--- src/rtl/move_validation_ctrl_if.sv ---
// Signal bundle between the move-check controller, the game FSM, the board RAM
// and the six piece validators.
interface move_validation_ctrl_if;
  logic        req;
  logic        player;
  logic [2:0]  piece_x;
  logic [2:0]  piece_y;
  logic [2:0]  move_x;
  logic [2:0]  move_y;
  logic [2:0]  board_x;
  logic [2:0]  board_y;
  logic [3:0]  board_piece;
  logic [5:0]  val_start;
  logic [5:0]  val_complete;
  logic [5:0]  val_valid;
  logic [17:0] val_x;
  logic [17:0] val_y;
  logic [3:0]  val_piece;
  logic        busy;
  logic        done;
  logic        move_valid;
  logic [2:0]  err_code;

  modport master (
    output req, player, piece_x, piece_y, move_x, move_y,
    output board_piece, val_complete, val_valid, val_x, val_y,
    input  board_x, board_y, val_start, val_piece, busy, done, move_valid, err_code
  );

  modport slave (
    input  req, player, piece_x, piece_y, move_x, move_y,
    input  board_piece, val_complete, val_valid, val_x, val_y,
    output board_x, board_y, val_start, val_piece, busy, done, move_valid, err_code
  );
endinterface

--- src/rtl/move_validation_ctrl.sv ---
// Sequences one chess-move check: reads source/destination squares, rejects
// illegal combinations, then hands the board read port to the matching piece validator.
module move_validation_ctrl #(
  parameter int TIMEOUT_CYCLES = 64
) (
  input logic                   clk,
  input logic                   reset,
  move_validation_ctrl_if.slave bus
);

  localparam int CW = $clog2(TIMEOUT_CYCLES + 1);

  typedef enum logic [2:0] {
    S_IDLE     = 3'd0,
    S_READ_SRC = 3'd1,
    S_CHK_SRC  = 3'd2,
    S_READ_DST = 3'd3,
    S_CHK_DST  = 3'd4,
    S_DISPATCH = 3'd5,
    S_WAIT     = 3'd6,
    S_DONE     = 3'd7
  } state_t;

  state_t          state_r, next_s;
  logic [2:0]      src_x_r, src_y_r, dst_x_r, dst_y_r;
  logic            player_r;
  logic [2:0]      type_r;
  logic [2:0]      addr_x_r, addr_y_r;
  logic [CW-1:0]   cnt_r;
  logic            busy_r, done_r, move_valid_r;
  logic [2:0]      err_r;
  logic [5:0]      val_start_r;

  logic [5:0]      onehot_s;
  logic            sel_complete_s, sel_valid_s;
  logic [2:0]      sel_x_s, sel_y_s;
  logic [2:0]      err_s;
  logic            verdict_s;

  // Decode the latched piece type into the selected validator's handshake and address
  always_comb begin
    onehot_s       = 6'd0;
    sel_complete_s = 1'b0;
    sel_valid_s    = 1'b0;
    sel_x_s        = 3'd0;
    sel_y_s        = 3'd0;
    for (int i = 0; i < 6; i++) begin
      onehot_s[i]    = (type_r == 3'(i + 1));
      sel_complete_s = sel_complete_s | (onehot_s[i] & bus.val_complete[i]);
      sel_valid_s    = sel_valid_s | (onehot_s[i] & bus.val_valid[i]);
      sel_x_s        = sel_x_s | ({3{onehot_s[i]}} & bus.val_x[3*i +: 3]);
      sel_y_s        = sel_y_s | ({3{onehot_s[i]}} & bus.val_y[3*i +: 3]);
    end
  end

  // Next-state logic with the error code and verdict that go with entering DONE
  always_comb begin
    next_s    = state_r;
    err_s     = 3'd0;
    verdict_s = 1'b0;
    case (state_r)
      S_IDLE: begin
        if (bus.req) begin
          next_s = S_READ_SRC;
        end else begin
          next_s = S_IDLE;
        end
      end
      S_READ_SRC: next_s = S_CHK_SRC;
      S_CHK_SRC: begin
        // Null move outranks every square-content check
        if ((src_x_r == dst_x_r) && (src_y_r == dst_y_r)) begin
          err_s = 3'd3;
        end else if (bus.board_piece[2:0] == 3'd0) begin
          err_s = 3'd1;
        end else if (bus.board_piece[2:0] == 3'd7) begin
          err_s = 3'd6;
        end else if (bus.board_piece[3] != player_r) begin
          err_s = 3'd2;
        end else begin
          err_s = 3'd0;
        end
        if (err_s != 3'd0) begin
          next_s = S_DONE;
        end else begin
          next_s = S_READ_DST;
        end
      end
      S_READ_DST: next_s = S_CHK_DST;
      S_CHK_DST: begin
        if ((bus.board_piece[2:0] != 3'd0) && (bus.board_piece[3] == player_r)) begin
          err_s  = 3'd4;
          next_s = S_DONE;
        end else begin
          next_s = S_DISPATCH;
        end
      end
      S_DISPATCH: next_s = S_WAIT;
      S_WAIT: begin
        if (sel_complete_s) begin
          verdict_s = sel_valid_s;
          next_s    = S_DONE;
        end else if (cnt_r == CW'(TIMEOUT_CYCLES - 1)) begin
          err_s  = 3'd5;
          next_s = S_DONE;
        end else begin
          next_s = S_WAIT;
        end
      end
      S_DONE:  next_s = S_IDLE;
      default: next_s = S_IDLE;
    endcase
  end

  // State, latched request context and registered outputs
  always_ff @(posedge clk) begin
    if (reset) begin
      state_r      <= S_IDLE;
      src_x_r      <= 3'd0;
      src_y_r      <= 3'd0;
      dst_x_r      <= 3'd0;
      dst_y_r      <= 3'd0;
      player_r     <= 1'b0;
      type_r       <= 3'd0;
      addr_x_r     <= 3'd0;
      addr_y_r     <= 3'd0;
      cnt_r        <= '0;
      busy_r       <= 1'b0;
      done_r       <= 1'b0;
      move_valid_r <= 1'b0;
      err_r        <= 3'd0;
      val_start_r  <= 6'd0;
    end else begin
      state_r     <= next_s;
      busy_r      <= (next_s != S_IDLE);
      done_r      <= (next_s == S_DONE);
      val_start_r <= (next_s == S_DISPATCH) ? onehot_s : 6'd0;
      if (state_r == S_WAIT) begin
        cnt_r <= cnt_r + CW'(1);
      end else begin
        cnt_r <= '0;
      end
      if ((state_r == S_IDLE) && bus.req) begin
        src_x_r      <= bus.piece_x;
        src_y_r      <= bus.piece_y;
        dst_x_r      <= bus.move_x;
        dst_y_r      <= bus.move_y;
        player_r     <= bus.player;
        addr_x_r     <= bus.piece_x;
        addr_y_r     <= bus.piece_y;
        move_valid_r <= 1'b0;
        err_r        <= 3'd0;
      end else if ((state_r == S_CHK_SRC) && (next_s == S_READ_DST)) begin
        type_r   <= bus.board_piece[2:0];
        addr_x_r <= dst_x_r;
        addr_y_r <= dst_y_r;
      end else if (next_s == S_DONE) begin
        move_valid_r <= verdict_s;
        err_r        <= err_s;
      end
    end
  end

  // The selected validator owns the read port only while it is running
  assign bus.board_x    = (state_r == S_WAIT) ? sel_x_s : addr_x_r;
  assign bus.board_y    = (state_r == S_WAIT) ? sel_y_s : addr_y_r;
  assign bus.val_piece  = bus.board_piece;
  assign bus.val_start  = val_start_r;
  assign bus.busy       = busy_r;
  assign bus.done       = done_r;
  assign bus.move_valid = move_valid_r;
  assign bus.err_code   = err_r;

endmodule

--- src/flat_wrapper.sv ---
// flat-port wrapper written by rule: the top's interface ports become plain ports
module move_validation_ctrl_flat 
#(
  parameter int TIMEOUT_CYCLES = 64
)
  (clk, reset, bus_req, bus_player, bus_piece_x, bus_piece_y, bus_move_x, bus_move_y, bus_board_piece, bus_val_complete, bus_val_valid, bus_val_x, bus_val_y, bus_board_x, bus_board_y, bus_val_start, bus_val_piece, bus_busy, bus_done, bus_move_valid, bus_err_code);
  move_validation_ctrl_if bus_i ();
  input logic clk;
  input logic reset;
  input wire logic [$bits(bus_i.req)-1:0] bus_req;
  input wire logic [$bits(bus_i.player)-1:0] bus_player;
  input wire logic [$bits(bus_i.piece_x)-1:0] bus_piece_x;
  input wire logic [$bits(bus_i.piece_y)-1:0] bus_piece_y;
  input wire logic [$bits(bus_i.move_x)-1:0] bus_move_x;
  input wire logic [$bits(bus_i.move_y)-1:0] bus_move_y;
  input wire logic [$bits(bus_i.board_piece)-1:0] bus_board_piece;
  input wire logic [$bits(bus_i.val_complete)-1:0] bus_val_complete;
  input wire logic [$bits(bus_i.val_valid)-1:0] bus_val_valid;
  input wire logic [$bits(bus_i.val_x)-1:0] bus_val_x;
  input wire logic [$bits(bus_i.val_y)-1:0] bus_val_y;
  output wire logic [$bits(bus_i.board_x)-1:0] bus_board_x;
  output wire logic [$bits(bus_i.board_y)-1:0] bus_board_y;
  output wire logic [$bits(bus_i.val_start)-1:0] bus_val_start;
  output wire logic [$bits(bus_i.val_piece)-1:0] bus_val_piece;
  output wire logic [$bits(bus_i.busy)-1:0] bus_busy;
  output wire logic [$bits(bus_i.done)-1:0] bus_done;
  output wire logic [$bits(bus_i.move_valid)-1:0] bus_move_valid;
  output wire logic [$bits(bus_i.err_code)-1:0] bus_err_code;
  assign bus_i.req = bus_req;
  assign bus_i.player = bus_player;
  assign bus_i.piece_x = bus_piece_x;
  assign bus_i.piece_y = bus_piece_y;
  assign bus_i.move_x = bus_move_x;
  assign bus_i.move_y = bus_move_y;
  assign bus_i.board_piece = bus_board_piece;
  assign bus_i.val_complete = bus_val_complete;
  assign bus_i.val_valid = bus_val_valid;
  assign bus_i.val_x = bus_val_x;
  assign bus_i.val_y = bus_val_y;
  assign bus_board_x = bus_i.board_x;
  assign bus_board_y = bus_i.board_y;
  assign bus_val_start = bus_i.val_start;
  assign bus_val_piece = bus_i.val_piece;
  assign bus_busy = bus_i.busy;
  assign bus_done = bus_i.done;
  assign bus_move_valid = bus_i.move_valid;
  assign bus_err_code = bus_i.err_code;
  move_validation_ctrl #(.TIMEOUT_CYCLES(TIMEOUT_CYCLES)) u_core (.clk(clk), .reset(reset), .bus(bus_i));
endmodule
--- config.mk ---
export PLATFORM = sky130hd
export DESIGN_NAME = move_validation_ctrl_flat
export DESIGN_NICKNAME = d
export VERILOG_FILES = /design/src/rtl/move_validation_ctrl_if.sv /design/src/rtl/move_validation_ctrl.sv /design/src/flat_wrapper.sv
export SDC_FILE = /design/constraint.sdc
export NUM_CORES = 1
export LEC_CHECK = 0
export ABC_AREA = 1
export CAP_MARGIN = 0
export CORE_MARGIN = 8
export CORE_UTILIZATION = 46
export CTS_BUF_LIST = sky130_fd_sc_hd__clkbuf_4
export DETAILED_ROUTE_END_ITERATION = 10
export PLACE_DENSITY_LB_ADDON = 0.25
export SLEW_MARGIN = 20
export SYNTH_ARGS = -nofsm -noshare
export SYNTH_HDL_FRONTEND = slang
export SYNTH_SLANG_ARGS = --single-unit
--- constraint.sdc ---
create_clock -name clk -period 2 [get_ports clk]
set_input_delay 0.5 -clock clk [delete_from_list [all_inputs] [get_ports clk]]
set_output_delay 0.5 -clock clk [all_outputs]
set_load 0.02 [all_outputs]
==> flow_summary.toml <==
[run_status]
status = "finished, violations left"
violations = "negative setup slack"

[routing]
wl_per_cell_um = 15.2
dr.pass1.iters = 5
routed_wl_um = 8500
first_iter_violations = 99
detail-route-antenna-nets = 0
post-route-drc-count = 0
vias = 2812
viasPerCell = 5.02

[clock_network]
cts_root_buffer = "clkbuf_4"
numClockSinks = 44
ctsHoldBuffers = 0
numCtsBuffers = 5
clkLatencyLatePin_ns = 0.37
clkTransAtPathRegs_ns = 0.13
cts_tree = "built"
htree_levels = 2
clk_path_buf_depth = 2

[worst_setup_path]
start_kind = "flip-flop"
arrival_ns = 1.71
crit_end = "bus_board_x[1]"
worstRegToRegCells = 9
reg2reg_slack_ns = 0.13
critical_path_class = "flip-flop to output pin"
cp-end-kind = "output pin"
r2r-start = "u_core.cnt_r[0]"
cp_max_fo = 6
required_ns = 1.50
startpoint = "u_core.type_r[0]"
reg2reg_to = "u_core.bus.val_start[4]"

[floorplan]
num_io_pins = 90
die_h_um = 88.2
die_w_um = 88.2
core.rowCount = 26
fp.dieArea_um2 = 7790
start_util = 0.473
core-area_um2 = 5070

[placement]
port_buffers = 89
dp_hpwl_um = 6180
place.gp.congestion = 0.867
place_inst = 545
post-place-ws_ns = -0.535

[sta]
holdWs_ns = 0.460
maxSlewViolCount = 0
postLayoutSetupSlackWorst_ns = -0.211
period_share = 1.11
finalHoldViolCount = 0
maxSlewHeadroom = 0.713
skew_ns = 0.00821
finalCriticalPeriod_ns = 2.21
rsz0062_at_grt = "yes"
worst_pin_slew_ns = 0.427
timing.final.setup_violations = 6
fmaxAchievable_mhz = 452

[synth]
muxShareOfSynthArea = 0
synthXorXnorAreaFrac = 0.00730
synth.largest_area_cell = "dfxtp_1"
netlist_area_um2 = 2400
ys_warn_count = 0
synth_flop_cell = "dfxtp_1"
synth_adder_area_share = 0.00521
synth_compound_area_frac = 0.147
yosysUniqueCellTypes = 32
synth-simple-area-share = 0.352
ys_ff_latch = 44
synth_area_leaders = "dfxtp_1 37%, nand2_1 14%, nor2_1 8.0%, inv_1 7.5%, nand3_1 4.6%"
synth.top_cell.area_share = 0.367
syn_area_per_cell_um2 = 6.71
syn_nets = 427
synth_cells = 358
async_flop_share = 0
synth_top_family_by_area = "simple AND/OR/NAND/NOR gates"
yosysSeqAreaShare = 0.367
synth-edff-count = 0

[global_routing]
antenna_found_initial = 0
grt_pass1_wl_um = 13100
globalRouteOverflowTotal = 0
grt_max_degree = 15
grtUsageTotal = 0.215
grt_pass1_vias = 2861

[pwr]
p_int_uw = 2330
max-vdd-ir-drop_v = 0.000665
pwr-share-seq = 0.301
p_clk_frac = 0.103
p_leak_uw = 0.00171
switching_power_uw = 1810
swShare = 0.437
pwr-share-comb = 0.596
p_per_area_nw_per_um2 = 1060

[min_path]
hold_class = "flip-flop to flip-flop"

[cells_and_area]
fillers = 387
final_nets = 559
fin_cells = 560
syn2layout_area_growth_pct = 62.7
drive_gt1_frac = 0.243
antenna_cells = 0

[run]
cap_violations = 0
==> final cells by class <==
class | count | area [µm²] | area share
clock buffer | 5 | 37.5 | 0.00961
multi-input combinational | 248 | 1380 | 0.353
tap | 70 | 87.6 | 0.0224
sequential | 44 | 895 | 0.229
clock inverter | 2 | 12.5 | 0.00320
inverter | 55 | 230 | 0.0589
timing repair buffer | 136 | 1270 | 0.324
==> sequential cells by signal, summed over array words and instances, names as in the netlist, 3 cells and up <==
name                  cells
u_core.cnt_r              7
u_core.bus.val_start      6
u_core.addr_x_r           3
u_core.addr_y_r           3
u_core.bus.err_code       3
u_core.dst_x_r            3
u_core.dst_y_r            3
u_core.src_x_r            3
u_core.src_y_r            3
u_core.state_r            3
u_core.type_r             3
==> cells in the mapped netlist (5+ instances only) <==
master     number
nand2_1        90
nor2_1         51
inv_1          48
dfxtp_1        44
nand3_1        22
o21ai_0        21
a21oi_1        20
buf_4           6
o22ai_1         6
a221oi_1        5
a2bb2oi_1       5
nand2_2         5
==> per-stage QoR <==
| stage | power, µW | cell area [µm²] | TNS, ns | utilization |
|---|---|---|---|---|
| after CTS | 3970 | 3800 | -0.781 | 0.750 |
| final | 4150 | 3910 | -0.976 | 0.770 |
| after floorplan | 2480 | 2400 | 0 | - |
| after global placement | 3340 | 3590 | -5.01 | 0.708 |
| after global routing | 4430 | 3910 | -1.43 | 0.770 |
| after detailed placement | 3390 | 3590 | -5.68 | 0.708 |
==> power by group through the flow <==
stage          Sequential (µW)  Clock (µW)  Combinational [µW]
6_report                  1250         428                2470
5_1_grt                   1270         466                2690
4_1_cts                   1230         430                2320
3_5_place_dp              1230           0                2160
3_3_place_gp              1220           0                2120
2_1_floorplan             1220           0                1260
==> worst max-delay path, stage by stage (launching register included) <==
cell	delay, ns
dfxtp_4	0.42
buf_12	0.14
nand3_4	0.06
inv_4	0.05
nand2_2	0.06
nand2_2	0.06
a21oi_2	0.10
nand3_1	0.09
a21oi_2	0.15
o21ai_1	0.08
buf_4	0.16
==> cell usage in the layout (no fill, tap or decap), types with 5 or more instances in the layout <==
| master | instances |
|---|---|
| a21oi_1 | 16 |
| nor2_1 | 49 |
| nand2_2 | 8 |
| inv_4 | 6 |
| o21ai_0 | 14 |
| inv_2 | 6 |
| clkbuf_4 | 5 |
| nand2_1 | 86 |
| o22ai_1 | 6 |
| buf_4 | 45 |
| dfxtp_1 | 39 |
| buf_6 | 6 |
| clkdlybuf4s50_1 | 79 |
| nand3_1 | 20 |
| inv_1 | 41 |
==> layer usage <==
layer  global-route usage  wire length, µm  part of all wire  vias up
met1                0.239             3350              0.39     1280
met2                0.396             4410              0.52       93
met4               0.0845              308             0.036        0
met3               0.0353              432             0.051       30
li1                     -                -                 -     1409
met5                    0                0                 0        -
==> repair_timing <==
item	CTS	global route
pin swaps	9	7
buffers inserted	7	1
resized for setup	80	24
setup endpoints to repair	10	6
==> worst min-delay path by stage <==
stage / start / end / depth (start not counted)
2_1_floorplan: u_core.cnt_r[0] / u_core.cnt_r[0] / 1
3_3_place_gp: u_core.cnt_r[0] / u_core.cnt_r[0] / 1
3_5_place_dp: u_core.cnt_r[0] / u_core.cnt_r[0] / 1
4_1_cts: u_core.cnt_r[0] / u_core.cnt_r[0] / 1
5_1_grt: u_core.cnt_r[0] / u_core.cnt_r[0] / 1
6_report: u_core.cnt_r[0] / u_core.cnt_r[0] / 1
==> cell families (layout without fill, tap and decap cells) <==
group           Yosys count  after routing
flops                    44             44
fa+ha+maj                 1              1
compound gates           59             59
xor+xnor                  2              2
simple gates            186            186
buf+inv                  66            198
No activity file was read; power rests on OpenSTA's default activity.
